## src/rtl/spi_slave_port_if.sv

```systemverilog
// ---------------------------------------------------------------------------
// spi_slave_port_if
//   Bundles the serial pins and the local-side RX/TX handshakes of the SPI
//   peripheral endpoint.
//
//   Serial side : sck, ss_n, mosi (in to slave), miso, miso_oe (out of slave)
//   TX side     : tx_data, tx_write (in), tx_empty (out)
//   RX side     : rx_read (in), rx_data, rx_valid, overrun (out)
//   Status      : busy, fsm_state (out, fsm_state = 0 IDLE / 1 SHIFT)
//
//   Handshake semantics (strobes, not valid/ready pairs):
//     tx_write is a one-cycle strobe, accepted only while tx_empty=1;
//     rx_read is a one-cycle strobe, effective only while rx_valid=1;
//     rx_valid stays high until consumed.
// ---------------------------------------------------------------------------
interface spi_slave_port_if #(
  parameter int WIDTH = 8
);
  logic             sck;
  logic             ss_n;
  logic             mosi;
  logic             miso;
  logic             miso_oe;
  logic [WIDTH-1:0] tx_data;
  logic             tx_write;
  logic             tx_empty;
  logic [WIDTH-1:0] rx_data;
  logic             rx_valid;
  logic             rx_read;
  logic             overrun;
  logic             busy;
  logic             fsm_state;

  modport slave (
    input  sck, ss_n, mosi, tx_data, tx_write, rx_read,
    output miso, miso_oe, tx_empty, rx_data, rx_valid, overrun, busy, fsm_state
  );

  modport master (
    output sck, ss_n, mosi, tx_data, tx_write, rx_read,
    input  miso, miso_oe, tx_empty, rx_data, rx_valid, overrun, busy, fsm_state
  );
endinterface

```

## src/rtl/spi_slave_port.sv

```systemverilog
// ---------------------------------------------------------------------------
// spi_slave_port
//   SPI peripheral endpoint, CPOL=0 / CPHA=0, LSB-first frames of WIDTH bits.
//   SCK, SS_N and MOSI are oversampled on the local clock through
//   SYNC_STAGES-deep synchronizers. A received frame is buffered in rx_data
//   with an rx_valid/rx_read handshake; the byte returned on MISO comes from
//   a single-entry TX holding register filled with tx_write.
//
//   Ports:
//     clk  - system clock, all state on rising edge
//     clr  - asynchronous active-high reset
//     bus  - spi_slave_port_if.slave (serial pins, RX/TX handshakes, status)
// ---------------------------------------------------------------------------
module spi_slave_port #(
  parameter int WIDTH       = 8,
  parameter int SYNC_STAGES = 2
) (
  input  logic                clk,
  input  logic                clr,
  spi_slave_port_if.slave     bus
);

  localparam int CW = $clog2(WIDTH) + 1;
  localparam logic [CW-1:0] LAST = CW'(WIDTH - 1);

  typedef enum logic {
    IDLE  = 1'b0,
    SHIFT = 1'b1
  } state_t;

  state_t state_q, state_d;

  // Input synchronizers. SS_N resets to 1 so reset never looks like a select.
  logic [SYNC_STAGES-1:0] sck_sync;
  logic [SYNC_STAGES-1:0] ss_sync;
  logic [SYNC_STAGES-1:0] mosi_sync;
  logic                   sck_d;

  always_ff @(posedge clk or posedge clr) begin
    if (clr) begin
      sck_sync  <= '0;
      ss_sync   <= '1;
      mosi_sync <= '0;
      sck_d     <= 1'b0;
    end else begin
      sck_sync  <= {sck_sync[SYNC_STAGES-2:0], bus.sck};
      ss_sync   <= {ss_sync[SYNC_STAGES-2:0], bus.ss_n};
      mosi_sync <= {mosi_sync[SYNC_STAGES-2:0], bus.mosi};
      sck_d     <= sck_sync[SYNC_STAGES-1];
    end
  end

  logic sck_s, ss_s, mosi_s;
  logic sck_rise, sck_fall;

  assign sck_s    = sck_sync[SYNC_STAGES-1];
  assign ss_s     = ss_sync[SYNC_STAGES-1];
  assign mosi_s   = mosi_sync[SYNC_STAGES-1];
  assign sck_rise = sck_s & ~sck_d;
  assign sck_fall = ~sck_s & sck_d;

  // Datapath state
  logic [CW-1:0]    count_q;
  logic [WIDTH-1:0] rx_shift_q;
  logic [WIDTH-1:0] tx_shift_q;
  logic [WIDTH-1:0] tx_hold_q;
  logic             tx_empty_q;
  logic [WIDTH-1:0] rx_data_q;
  logic             rx_valid_q;
  logic             overrun_q;

  // FSM control strobes
  logic start, bit_inc, complete, shift_tx, load;
  logic [WIDTH-1:0] rx_word;
  logic [WIDTH-1:0] next_tx;

  assign rx_word = {mosi_s, rx_shift_q[WIDTH-1:1]};
  assign next_tx = tx_empty_q ? '0 : tx_hold_q;
  // The holding register is consumed both on select and on every completion,
  // so back-to-back frames under a continuous select each get a fresh byte.
  assign load    = start | complete;

  always_ff @(posedge clk or posedge clr) begin
    if (clr) state_q <= IDLE;
    else     state_q <= state_d;
  end

  always_comb begin
    state_d  = state_q;
    start    = 1'b0;
    bit_inc  = 1'b0;
    complete = 1'b0;
    shift_tx = 1'b0;
    case (state_q)
      IDLE: begin
        if (!ss_s) begin
          state_d = SHIFT;
          start   = 1'b1;
        end
      end
      SHIFT: begin
        if (ss_s) begin
          // Deselect at any count abandons the partial frame.
          state_d = IDLE;
        end else if (sck_rise) begin
          if (count_q == LAST) complete = 1'b1;
          else                 bit_inc  = 1'b1;
        end else if (sck_fall && count_q != '0) begin
          // The falling edge right after completion (count 0) must not shift:
          // the reloaded bit 0 is already on MISO for the next frame.
          shift_tx = 1'b1;
        end
      end
      default: state_d = IDLE;
    endcase
  end

  // Shift registers and bit counter
  always_ff @(posedge clk or posedge clr) begin
    if (clr) begin
      count_q    <= '0;
      rx_shift_q <= '0;
      tx_shift_q <= '0;
    end else begin
      if (start || complete) begin
        count_q    <= '0;
        rx_shift_q <= '0;
      end else if (bit_inc) begin
        count_q    <= count_q + CW'(1);
        rx_shift_q <= rx_word;
      end
      if (load)          tx_shift_q <= next_tx;
      else if (shift_tx) tx_shift_q <= {1'b0, tx_shift_q[WIDTH-1:1]};
    end
  end

  // TX holding register. A write coinciding with a load is kept for the
  // following frame; the load itself sees the prior content.
  always_ff @(posedge clk or posedge clr) begin
    if (clr) begin
      tx_hold_q  <= '0;
      tx_empty_q <= 1'b1;
    end else if (load) begin
      if (bus.tx_write) begin
        tx_hold_q  <= bus.tx_data;
        tx_empty_q <= 1'b0;
      end else begin
        tx_hold_q  <= '0;
        tx_empty_q <= 1'b1;
      end
    end else if (bus.tx_write && tx_empty_q) begin
      tx_hold_q  <= bus.tx_data;
      tx_empty_q <= 1'b0;
    end
  end

  // RX buffer. A read in the completion cycle frees the slot for the new word.
  always_ff @(posedge clk or posedge clr) begin
    if (clr) begin
      rx_data_q  <= '0;
      rx_valid_q <= 1'b0;
      overrun_q  <= 1'b0;
    end else if (complete) begin
      if (!rx_valid_q || bus.rx_read) begin
        rx_data_q  <= rx_word;
        rx_valid_q <= 1'b1;
      end else begin
        overrun_q  <= 1'b1;
      end
    end else if (bus.rx_read) begin
      rx_valid_q <= 1'b0;
    end
  end

  assign bus.miso      = (state_q == SHIFT) & tx_shift_q[0];
  assign bus.miso_oe   = (state_q == SHIFT);
  assign bus.busy      = (state_q == SHIFT);
  assign bus.fsm_state = state_q;
  assign bus.tx_empty  = tx_empty_q;
  assign bus.rx_data   = rx_data_q;
  assign bus.rx_valid  = rx_valid_q;
  assign bus.overrun   = overrun_q;

endmodule

```

## src/flat_wrapper.sv

```systemverilog
// flat-port wrapper written by rule: the top's interface ports become plain ports
module spi_slave_port_flat 
#(
  parameter int WIDTH       = 8,
  parameter int SYNC_STAGES = 2
)
  (clk, clr, bus_sck, bus_ss_n, bus_mosi, bus_tx_data, bus_tx_write, bus_rx_read, bus_miso, bus_miso_oe, bus_tx_empty, bus_rx_data, bus_rx_valid, bus_overrun, bus_busy, bus_fsm_state);
  spi_slave_port_if #(.WIDTH(WIDTH)) bus_i ();
  input  logic clk;
  input  logic clr;
  input wire logic [$bits(bus_i.sck)-1:0] bus_sck;
  input wire logic [$bits(bus_i.ss_n)-1:0] bus_ss_n;
  input wire logic [$bits(bus_i.mosi)-1:0] bus_mosi;
  input wire logic [$bits(bus_i.tx_data)-1:0] bus_tx_data;
  input wire logic [$bits(bus_i.tx_write)-1:0] bus_tx_write;
  input wire logic [$bits(bus_i.rx_read)-1:0] bus_rx_read;
  output wire logic [$bits(bus_i.miso)-1:0] bus_miso;
  output wire logic [$bits(bus_i.miso_oe)-1:0] bus_miso_oe;
  output wire logic [$bits(bus_i.tx_empty)-1:0] bus_tx_empty;
  output wire logic [$bits(bus_i.rx_data)-1:0] bus_rx_data;
  output wire logic [$bits(bus_i.rx_valid)-1:0] bus_rx_valid;
  output wire logic [$bits(bus_i.overrun)-1:0] bus_overrun;
  output wire logic [$bits(bus_i.busy)-1:0] bus_busy;
  output wire logic [$bits(bus_i.fsm_state)-1:0] bus_fsm_state;
  assign bus_i.sck = bus_sck;
  assign bus_i.ss_n = bus_ss_n;
  assign bus_i.mosi = bus_mosi;
  assign bus_i.tx_data = bus_tx_data;
  assign bus_i.tx_write = bus_tx_write;
  assign bus_i.rx_read = bus_rx_read;
  assign bus_miso = bus_i.miso;
  assign bus_miso_oe = bus_i.miso_oe;
  assign bus_tx_empty = bus_i.tx_empty;
  assign bus_rx_data = bus_i.rx_data;
  assign bus_rx_valid = bus_i.rx_valid;
  assign bus_overrun = bus_i.overrun;
  assign bus_busy = bus_i.busy;
  assign bus_fsm_state = bus_i.fsm_state;
  spi_slave_port #(.WIDTH(WIDTH), .SYNC_STAGES(SYNC_STAGES)) u_core (.clk(clk), .clr(clr), .bus(bus_i));
endmodule
```

## config.mk

```make
export PLATFORM = sky130hd
export DESIGN_NAME = spi_slave_port_flat
export DESIGN_NICKNAME = d
export VERILOG_FILES = /design/src/rtl/spi_slave_port_if.sv /design/src/rtl/spi_slave_port.sv /design/src/flat_wrapper.sv
export SDC_FILE = /design/constraint.sdc
export NUM_CORES = 1
export LEC_CHECK = 0
export ABC_CLOCK_PERIOD_IN_PS = 4050
export CORE_UTILIZATION = 36
export CTS_BUF_LIST = sky130_fd_sc_hd__clkbuf_2
export CTS_CLUSTER_DIAMETER = 80
export DETAILED_ROUTE_END_ITERATION = 8
export SYNTH_ARGS = -nofsm -noshare
export SYNTH_HDL_FRONTEND = slang
export SYNTH_SLANG_ARGS = --single-unit
```

## constraint.sdc

```tcl
create_clock -name clk -period 4.05 [get_ports clk]
set_clock_uncertainty 0.05 [all_clocks]
set_input_delay 0.6075 -clock clk [delete_from_list [all_inputs] [get_ports clk]]
set_output_delay 0.6075 -clock clk [all_outputs]
set_load 0.01 [all_outputs]
```

## Word-level counts from Yosys, hierarchy flattened

Cells that the tools add are included.
Widths: inputs -> output; s select.

| operators by class | value |
|---|---|
| add/subtract/negate cells | 1 |
| multipliers | 0 |
| divide/modulo/power cells | 0 |
| magnitude comparators | 0 |
| equal/unequal tests | 2 |
| shift operators | 0 |
| muxes and demuxes | 30 |
| bitwise operators | 7 |
| reduce and logical (&&, ||, !) cells | 13 |

Operators by type and width:

| kind | count |
|---|---|
| $mux 8 | 8 |
| $mux 1 | 20 |
| $mux 4 | 2 |
| $reduce_bool 2->1 | 4 |
| $reduce_and 2->1 | 3 |
| $add 4x1->4 const B | 1 |
| $eq 4x3->1 const B | 1 |
| $reduce_bool 4->1 | 1 |
| $and 1x1->1 | 3 |
| $not 1->1 | 3 |
| $logic_and 1x1->1 | 2 |
| $logic_or 1x1->1 | 2 |
| $ne 2x2->1 const B | 1 |
| $logic_not 1->1 | 1 |
| $or 1x1->1 | 1 |

| word-level totals | value |
|---|---|
| register bits after elaboration | 47 |
| bits in latches | 0 |
| memory bits (writable) | 0 |
| bits in read-only memories | 0 |
| output and inout bits | 15 |
| word-level logic and storage cells | 66 |
| memories | 0 |

## Longest topological paths before layout

Gate-level depths: netlist (run 1).

| logic depth | value |
|---|---|
| word-level depth | 9 |
| gate-level depth with buffers | 7 |
| mapped depth without buffers | 5 |

## Least setup slack after synthesis (run 1)

OpenSTA, ideal clock, no wires.

| timing | value |
|---|---|
| path type | reg2reg |
| start | reg u_core.count_q[0] |
| end | reg u_core.tx_hold_q[0] |
| arrival time | 1.599 ns |
| required time | 3.878 ns |
| slack | 2.280 ns |
| stages on the path, launching flop included | 7 |
| buffers on the path | 1 |
| period minus slack after synthesis | 1.770 ns |
| path through | dfrtp_1 ha_1 and3b_1 buf_2 a21boi_4 o21ai_1 a32o_1 |

| on the way | value |
|---|---|
| cells in the longest elaborated chain, start to end | 7 |
| elaborated cells on any way between the ends | 8 |
| classes of those cells | eq/ne: 1; mux: 5; bitwise: 1; reduce/logical: 1 |

RTL lines:

| item | RTL line | RTL |
|---|---|---|
| start: declaration | spi_slave_port.sv:63 | `logic [CW-1:0] count_q;` |
| start signal: assignment | spi_slave_port.sv:129 | `count_q <= count_q + CW'(1);` |
| $eq 4x3->1 (*) | spi_slave_port.sv:106 | `if (count_q == LAST) complete = 1'b1;` |
| $mux 1 (*) | spi_slave_port.sv:106 |  |
| $mux 1 (*) | spi_slave_port.sv:105 | `end else if (sck_rise) begin` |
| $mux 1 (*) | spi_slave_port.sv:102 | `if (ss_s) begin` |
| $mux 1 (*) | spi_slave_port.sv:94 | `case (state_q)` |
| $or 1x1->1 (*) | spi_slave_port.sv:81 | `assign load = start \| complete;` |
| $mux 8 or $reduce_bool 2->1 (tied branches) | - |  |
| end signal: assignment | spi_slave_port.sv:145 | `tx_hold_q <= bus.tx_data;` |
| end signal: assignment | spi_slave_port.sv:152 | `tx_hold_q <= bus.tx_data;` |
| end: declaration | spi_slave_port.sv:66 | `logic [WIDTH-1:0] tx_hold_q;` |

Mark *: on every way between the ends. The rest lies on a longest branch, timed or not.
A chain may end at the register's enable or synchronous reset.

## Final worst setup path (run 1)

| timing | value |
|---|---|
| start | reg u_core.state_q (netlist: u_core.bus.busy) |
| end | out bus_miso |

| on the way | value |
|---|---|
| cells in the longest elaborated chain, start to end | 1 |

RTL lines:

| item | RTL line | RTL |
|---|---|---|
| start: declaration | spi_slave_port.sv:31 | `state_t state_q, state_d;` |
| start signal: assignment | spi_slave_port.sv:85 | `else state_q <= state_d;` |
| $and 1x1->1 | spi_slave_port.sv:175 | `assign bus.miso = (state_q == SHIFT) & tx_shift_q[0];` |
| end: declaration | flat_wrapper.sv:17 | `output wire logic [$bits(bus_i.miso)-1:0] bus_miso;` |

Every way passes these cells.

==> results of run 1 <==
[layout make-up]
type	count	area (µm²)	share of cell area (%)
Timing Repair Buffer	30	298	13.1
Inverter	7	26.3	1.15
Tap cell	70	87.6	3.84
Sequential cell	46	1150	50.7
Clock buffer	7	35.0	1.54
Multi-Input combinational cell	77	677	29.7
[cells in the final DEF (no fill, tap or decap), types with 2 or more instances in the layout]
cell             count
clkbuf_2             7
o21ai_1              2
nand2b_1             2
a21oi_2              7
clkdlybuf4s50_1     29
dfstp_2              3
a22o_1               8
mux2i_1              8
clkinv_1             2
a211oi_1             7
a32o_1               8
inv_1                5
dfrtp_1             43
nand3_1              2
mux2_2               9
o21ai_0              2
ha_1                 2
nor2b_1              2
nand2_1              4
[power groups by stage]
stage,clock network (mW),logic [mW],registers (mW)
floorplan,0,0.0712,0.516
global placement,0,0.0968,0.521
detailed placement,0,0.0994,0.522
CTS,0.183,0.100,0.514
global route,0.207,0.109,0.519
finish,0.174,0.0979,0.513
[critical path: cells and delay by family, from the launching register on]
kind	cells	cell delay, ns
buffers and inverters	1	0.53
DFF	1	0.52
and+or+nand+nor	1	0.16
[synthesized netlist by cell type (all sizes together), types with 2 or more instances]
cell type | number | area [µm²]
dfrtp | 43 | 1080
mux2 | 9 | 101
a21oi | 8 | 66.3
a22o | 8 | 70.1
a32o | 8 | 80.1
mux2i | 8 | 80.1
a211oi | 7 | 52.6
inv | 6 | 22.5
buf | 5 | 31.3
nand2 | 4 | 15.0
o21ai | 4 | 20.0
clkbuf | 3 | 11.3
dfstp | 3 | 78.8
a21boi | 2 | 26.3
ha | 2 | 25.0
nand2b | 2 | 12.5
nand3 | 2 | 10.0
nor2b | 2 | 12.5
[metal layers]
| metal | global-route usage [%] | wire [µm] |
|---|---|---|
| met5 | 0 | 0 |
| met4 | 6.29 | 54 |
| met3 | 4.02 | 130 |
| met2 | 22.0 | 1490 |
| met1 | 13.5 | 1260 |
[registers in the layout, indices dropped and copies added, names as in the netlist]
signal,count
u_core.bus.rx_data,8
u_core.bus.busy,1
u_core.count_q,4
u_core.tx_hold_q,8
u_core.rx_shift_q,7
u_core.sck_sync,2
u_core.bus.tx_empty,1
u_core.mosi_sync,2
u_core.ss_sync,2
u_core.sck_d,1
u_core.bus.rx_valid,1
u_core.tx_shift_q,8
u_core.bus.overrun,1
[through the flow]
step | util [%] | hold slack (ns)
3_3_place_gp | 43.9 | 0.289
3_5_place_dp | 43.9 | 0.286
2_1_floorplan | - | 0.281
4_1_cts | 44.6 | 0.322
6_report | 44.6 | 0.321
5_1_grt | 44.6 | 0.329
[cells by family after synthesis]
family	after synthesis	share of synthesized area, %
and+or+nand+nor	17	5.14
muxes	17	9.55
buffers and inverters	15	3.62
DFF	46	60.8
AOI/OAI and AO/OA	41	19.6
adders and majority gates	2	1.32
[path summary, 6_finish.rpt]
path                                  endpoint  depth (start not counted)  slack, ns               from
min reg2reg                  u_core.ss_sync[1]                          0       0.32  u_core.ss_sync[0]
min in group asynchronous    u_core.count_q[3]                          3       0.57                clr
max in group asynchronous  u_core.bus.tx_empty                          3       3.00                clr
max                                   bus_miso                          2       1.79    u_core.bus.busy
max reg2reg                u_core.tx_hold_q[4]                          5       2.10  u_core.count_q[1]
min                          u_core.ss_sync[1]                          0       0.32  u_core.ss_sync[0]
==> metrics.txt, run 1 <==
IO Pins=30; power share of the combinational group=12.5%; period utilisation layout=55.9%; final setup fails=0; Setup CP Type=reg -> out; Worst Path Required=3.39 ns; type of origin of the critical path=flop; FMAX=442 MHz; antenna violations before repair=0; CP cell instances=and2_1 -> clkdlybuf4s50_1; Synth warnings=0; CP Capture Type=output port; Overflow after GRT=0; VDD IR max=0.000146 V; Critical Path Max Stage Delay=0.53 ns; htree depth=2; share of flip-flops with an asynchronous set or reset=100%; DIE AREA=0.00557 mm²; Design Power=0.785 mW; sw frac=25.0%; post-synthesis sequential area ratio=60.8%; Area Overhead vs Synth=19.9%; RSZ-0062 raised after global routing=no; Finished Cell Area=0.00228 mm²; # placed instances=230; ys flop type=dfrtp_1; Crit path arrival time=1.61 ns; Avg WL per Cell=12.4 µm; initial core utilization=37.2%; flop and latch count out of synthesis=46; postcts setup bufs=0; sequential group share of total power=65.4%; non-filler cells, final=237; clock slew at reported path FFs=0.20 ns; row count=26; P_sw=0.196 mW; max-cap viol count=0; DP Worst Slack=1.89 ns; DRC viols=0; final worst setup slack=1.79 ns; Min-Delay Path Class=reg -> reg; slowest stage cell, crit path=clkdlybuf4s50_1; DRT iter0 DRCs=62; gr usage total=12.5%; IO Port Bufs=29; EDFF count, synth=0; vias in the first global route=1198; Leak=0.979 nW; # diodes=0; status=finished clean; final HPWL from detailed placement=2110 µm; Synth cell types=35; filler cell count=491; hold buffers post-CTS=0; synthesized instance count=138; first-pass GRT wire length=5130 µm; Routed WL=2930 µm; Avg Inst Size Synth=13.8 µm²; syn nets=155; die span in x=74.7 µm; Final Max Tran Viols=0; Post-Route Setup TNS=0 ns; ANT nets after route=0; Max Root-Sink Buffers=2; Tmin final=2.26 ns; core footprint=0.00511 mm²; GP Congestion=0.721; vias per cell=4.92; Num CTS Buffers=5; clock sinks=46; post_cts resized=0; Relative slew margins=43.6%; largest net degree at the start of global routing=47; clock network fraction of design power=22.2%; layout cell share with drive strength beyond 1=19.2%; PD cells=344 mW/mm²; Die Height=74.7 µm; final hold viol count=0; CTS tree=done; routed via count=1167; Pre-Repair DR Iteration Count=4; Mapped Area=0.00190 mm²; Tightest Pin Transition=0.841 ns; fin nets=184; clk root buf=clkbuf_2; Max FO, Critical Path=9; Clock Latency Late Sink=0.40 ns; Power Internal=0.589 mW; placed cell areas=0.00224 mm²
(Power assumes the default switching activity.)
==> run 2: changes to the inputs <==
--- a/config.mk
+++ b/config.mk
@@ -5,7 +5,7 @@
 export SDC_FILE = /design/constraint.sdc
 export NUM_CORES = 1
 export LEC_CHECK = 0
-export ABC_CLOCK_PERIOD_IN_PS = 4050
+export ABC_CLOCK_PERIOD_IN_PS = 2300
 export CORE_UTILIZATION = 36
 export CTS_BUF_LIST = sky130_fd_sc_hd__clkbuf_2
 export CTS_CLUSTER_DIAMETER = 80
==> constraint.sdc (replaced) <==
create_clock -name clk -period 2.3 [get_ports clk]
set_clock_uncertainty 0.05 [all_clocks]
set_input_delay 0.345 -clock clk [delete_from_list [all_inputs] [get_ports clk]]
set_output_delay 0.345 -clock clk [all_outputs]
set_load 0.01 [all_outputs]
==> run 2 against run 1 <==
  * Final cell count is 1.7% higher
  * Register-to-register slack worse by 1.8 ns
  * Clock-buffer cell count is 2 lower
  * Die area stayed put
  * Combinational power is 83% higher
  * Via count is 2.0% higher
  * Critical path depth stayed put
  * Global-route usage is 1.4 points higher
  * Cell area is 1.5% higher
  * Worst hold slack worse by 0.22 ns
  * Utilization is 0.66 points higher
  * Critical path type unchanged
  * Largest power group unchanged
==> metrics.txt, run 2 (synthesis gave the netlist of run 1 again) <==
P_sw=0.384 mW (+96%); period utilisation layout=86.6%; largest net degree at the start of global routing=19 (-60%); Routed WL=3310 µm (+13%); Crit path arrival time=1.60 ns (about the same); # diodes=0 (unchanged); worst reg2reg path depth=5 (unchanged); Relative slew margins=50.6% (+7.0 points); antenna violations before repair=0 (unchanged); status=finished clean; ANT nets after route=0 (unchanged); vias per cell=4.94 (+0.28%); FMAX=502 MHz; clock slew at reported path FFs=0.23 ns (+0.03 ns); CP startpoint=u_core.bus.busy; most common cell after layout, fill and taps aside=dfrtp_1; VDD IR max=0.000356 V (+140%); IO Pins=30 (unchanged); Max FO, Critical Path=9 (unchanged); Clock Latency Late Sink=0.42 ns (+0.02 ns); Pre-Repair DR Iteration Count=4 (unchanged); postcts setup bufs=0 (unchanged); layout cell share with drive strength beyond 1=21.1% (+1.9 points); final setup fails=0 (unchanged); CP Capture Type=output port; Min-Delay Path Class=in -> async; htree depth=2 (unchanged); PD cells=614 mW/mm² (+78%); Die Height=74.7 µm (unchanged); row count=26 (unchanged); first-pass GRT wire length=5790 µm (+13%); vias in the first global route=1227 (+2.4%); max-cap viol count=0 (unchanged); Max Root-Sink Buffers=2 (unchanged); gr usage total=13.9% (+1.4 points); Tightest Pin Transition=0.734 ns (-0.107 ns); final hold viol count=0 (unchanged); Power Internal=1.04 mW (+76%); post_cts resized=0 (unchanged); Avg WL per Cell=13.8 µm (+11%); DIE AREA=0.00557 mm² (unchanged); type of origin of the critical path=flop; CTS tree=done; filler cell count=486 (-1.0%); Worst Path Required=1.90 ns (-1.49 ns); RSZ-0062 raised after global routing=no; die span in x=74.7 µm (unchanged); initial core utilization=37.2% (unchanged); Leak=0.993 nW (+1.5%); clock sinks=46 (unchanged); Num CTS Buffers=5 (unchanged); Area Overhead vs Synth=21.7%; Post-Route Setup TNS=0 ns (unchanged); launching point of the worst reg2reg path=u_core.count_q[1]; IO Port Bufs=29 (unchanged); fin util=45.3% (+0.66 points); most frequent cells in the layout=43 x dfrtp_1, 29 x clkdlybuf4s50_1, 9 x mux2_2; reg-to-reg slack, setup=0.32 ns (-1.78 ns); fin nets=187 (+1.6%); power share of the combinational group=12.6% (about the same); hold buffers post-CTS=0 (unchanged); Final Max Tran Viols=0 (unchanged); clk root buf=clkbuf_2; Setup CP Type=reg -> out; Overflow after GRT=0 (unchanged); sequential group share of total power=63.9% (-1.5 points); clock network fraction of design power=23.5% (+1.3 points); routed via count=1190 (+2.0%); R2R Path End=u_core.tx_hold_q[1]; Tmin final=1.99 ns; core footprint=0.00511 mm² (unchanged); DRT iter0 DRCs=52 (-16%); DRC viols=0 (unchanged); GP Congestion=0.732 (+1.5%); final HPWL from detailed placement=2460 µm (+17%); sw frac=27.0% (+2.1 points)
run 2: per-stage QoR:
stage          cells  hold WS, ns  setup slack [ns]  power, mW  area (µm²)
2_1_floorplan    138        0.281             0.530       1.03        1900
3_3_place_gp     233        0.284             0.470       1.09        2270
3_5_place_dp     233        0.289             0.381       1.10        2270
4_1_cts          241       0.0752             0.276       1.45        2310
5_1_grt          241       0.0928             0.200       1.50        2310
6_report         241       0.0957             0.308       1.42        2310
run 2: worst max-delay path by stage:
stage / endpoint / slack (ns) / cells past startpoint
6_report: bus_miso / 0.31 / 2
5_1_grt: u_core.tx_hold_q[2] / 0.20 / 5
4_1_cts: bus_miso / 0.28 / 2
3_5_place_dp: u_core.tx_hold_q[7] / 0.38 / 5
3_3_place_gp: u_core.tx_hold_q[7] / 0.47 / 5
2_1_floorplan: u_core.tx_hold_q[0] / 0.53 / 6
run 2: layout make-up:
| type | instances | area [µm²] | area share (%) |
|---|---|---|---|
| inverters | 7 | 26.3 | 1.14 |
| multi-input cells | 77 | 677 | 29.3 |
| clock buffers | 5 | 25.0 | 1.08 |
| clock inverters | 3 | 21.3 | 0.920 |
| repair buffers | 33 | 320 | 13.9 |
| flip-flops and latches | 46 | 1150 | 49.9 |
| well taps | 70 | 87.6 | 3.79 |
run 2: critical path, stage by stage (launching register included):
cell             delay (ns)
dfrtp_1                0.52
and2_1                 0.16
clkdlybuf4s50_1        0.53
run 2: layer usage:
metal	up-vias	part of all wire, %	global-route usage, %
li1	570	-	-
met1	583	47	17.0
met2	29	48	22.4
met3	8	4.0	4.28
met4	0	1.8	6.71
met5	-	0	0
run 2: power groups by stage:
stage / registers (mW) / logic, mW / clock network [mW]
6_report: 0.908 / 0.179 / 0.333
3_3_place_gp: 0.919 / 0.175 / 0
3_5_place_dp: 0.922 / 0.182 / 0
2_1_floorplan: 0.908 / 0.125 / 0
5_1_grt: 0.916 / 0.200 / 0.384
4_1_cts: 0.908 / 0.182 / 0.357
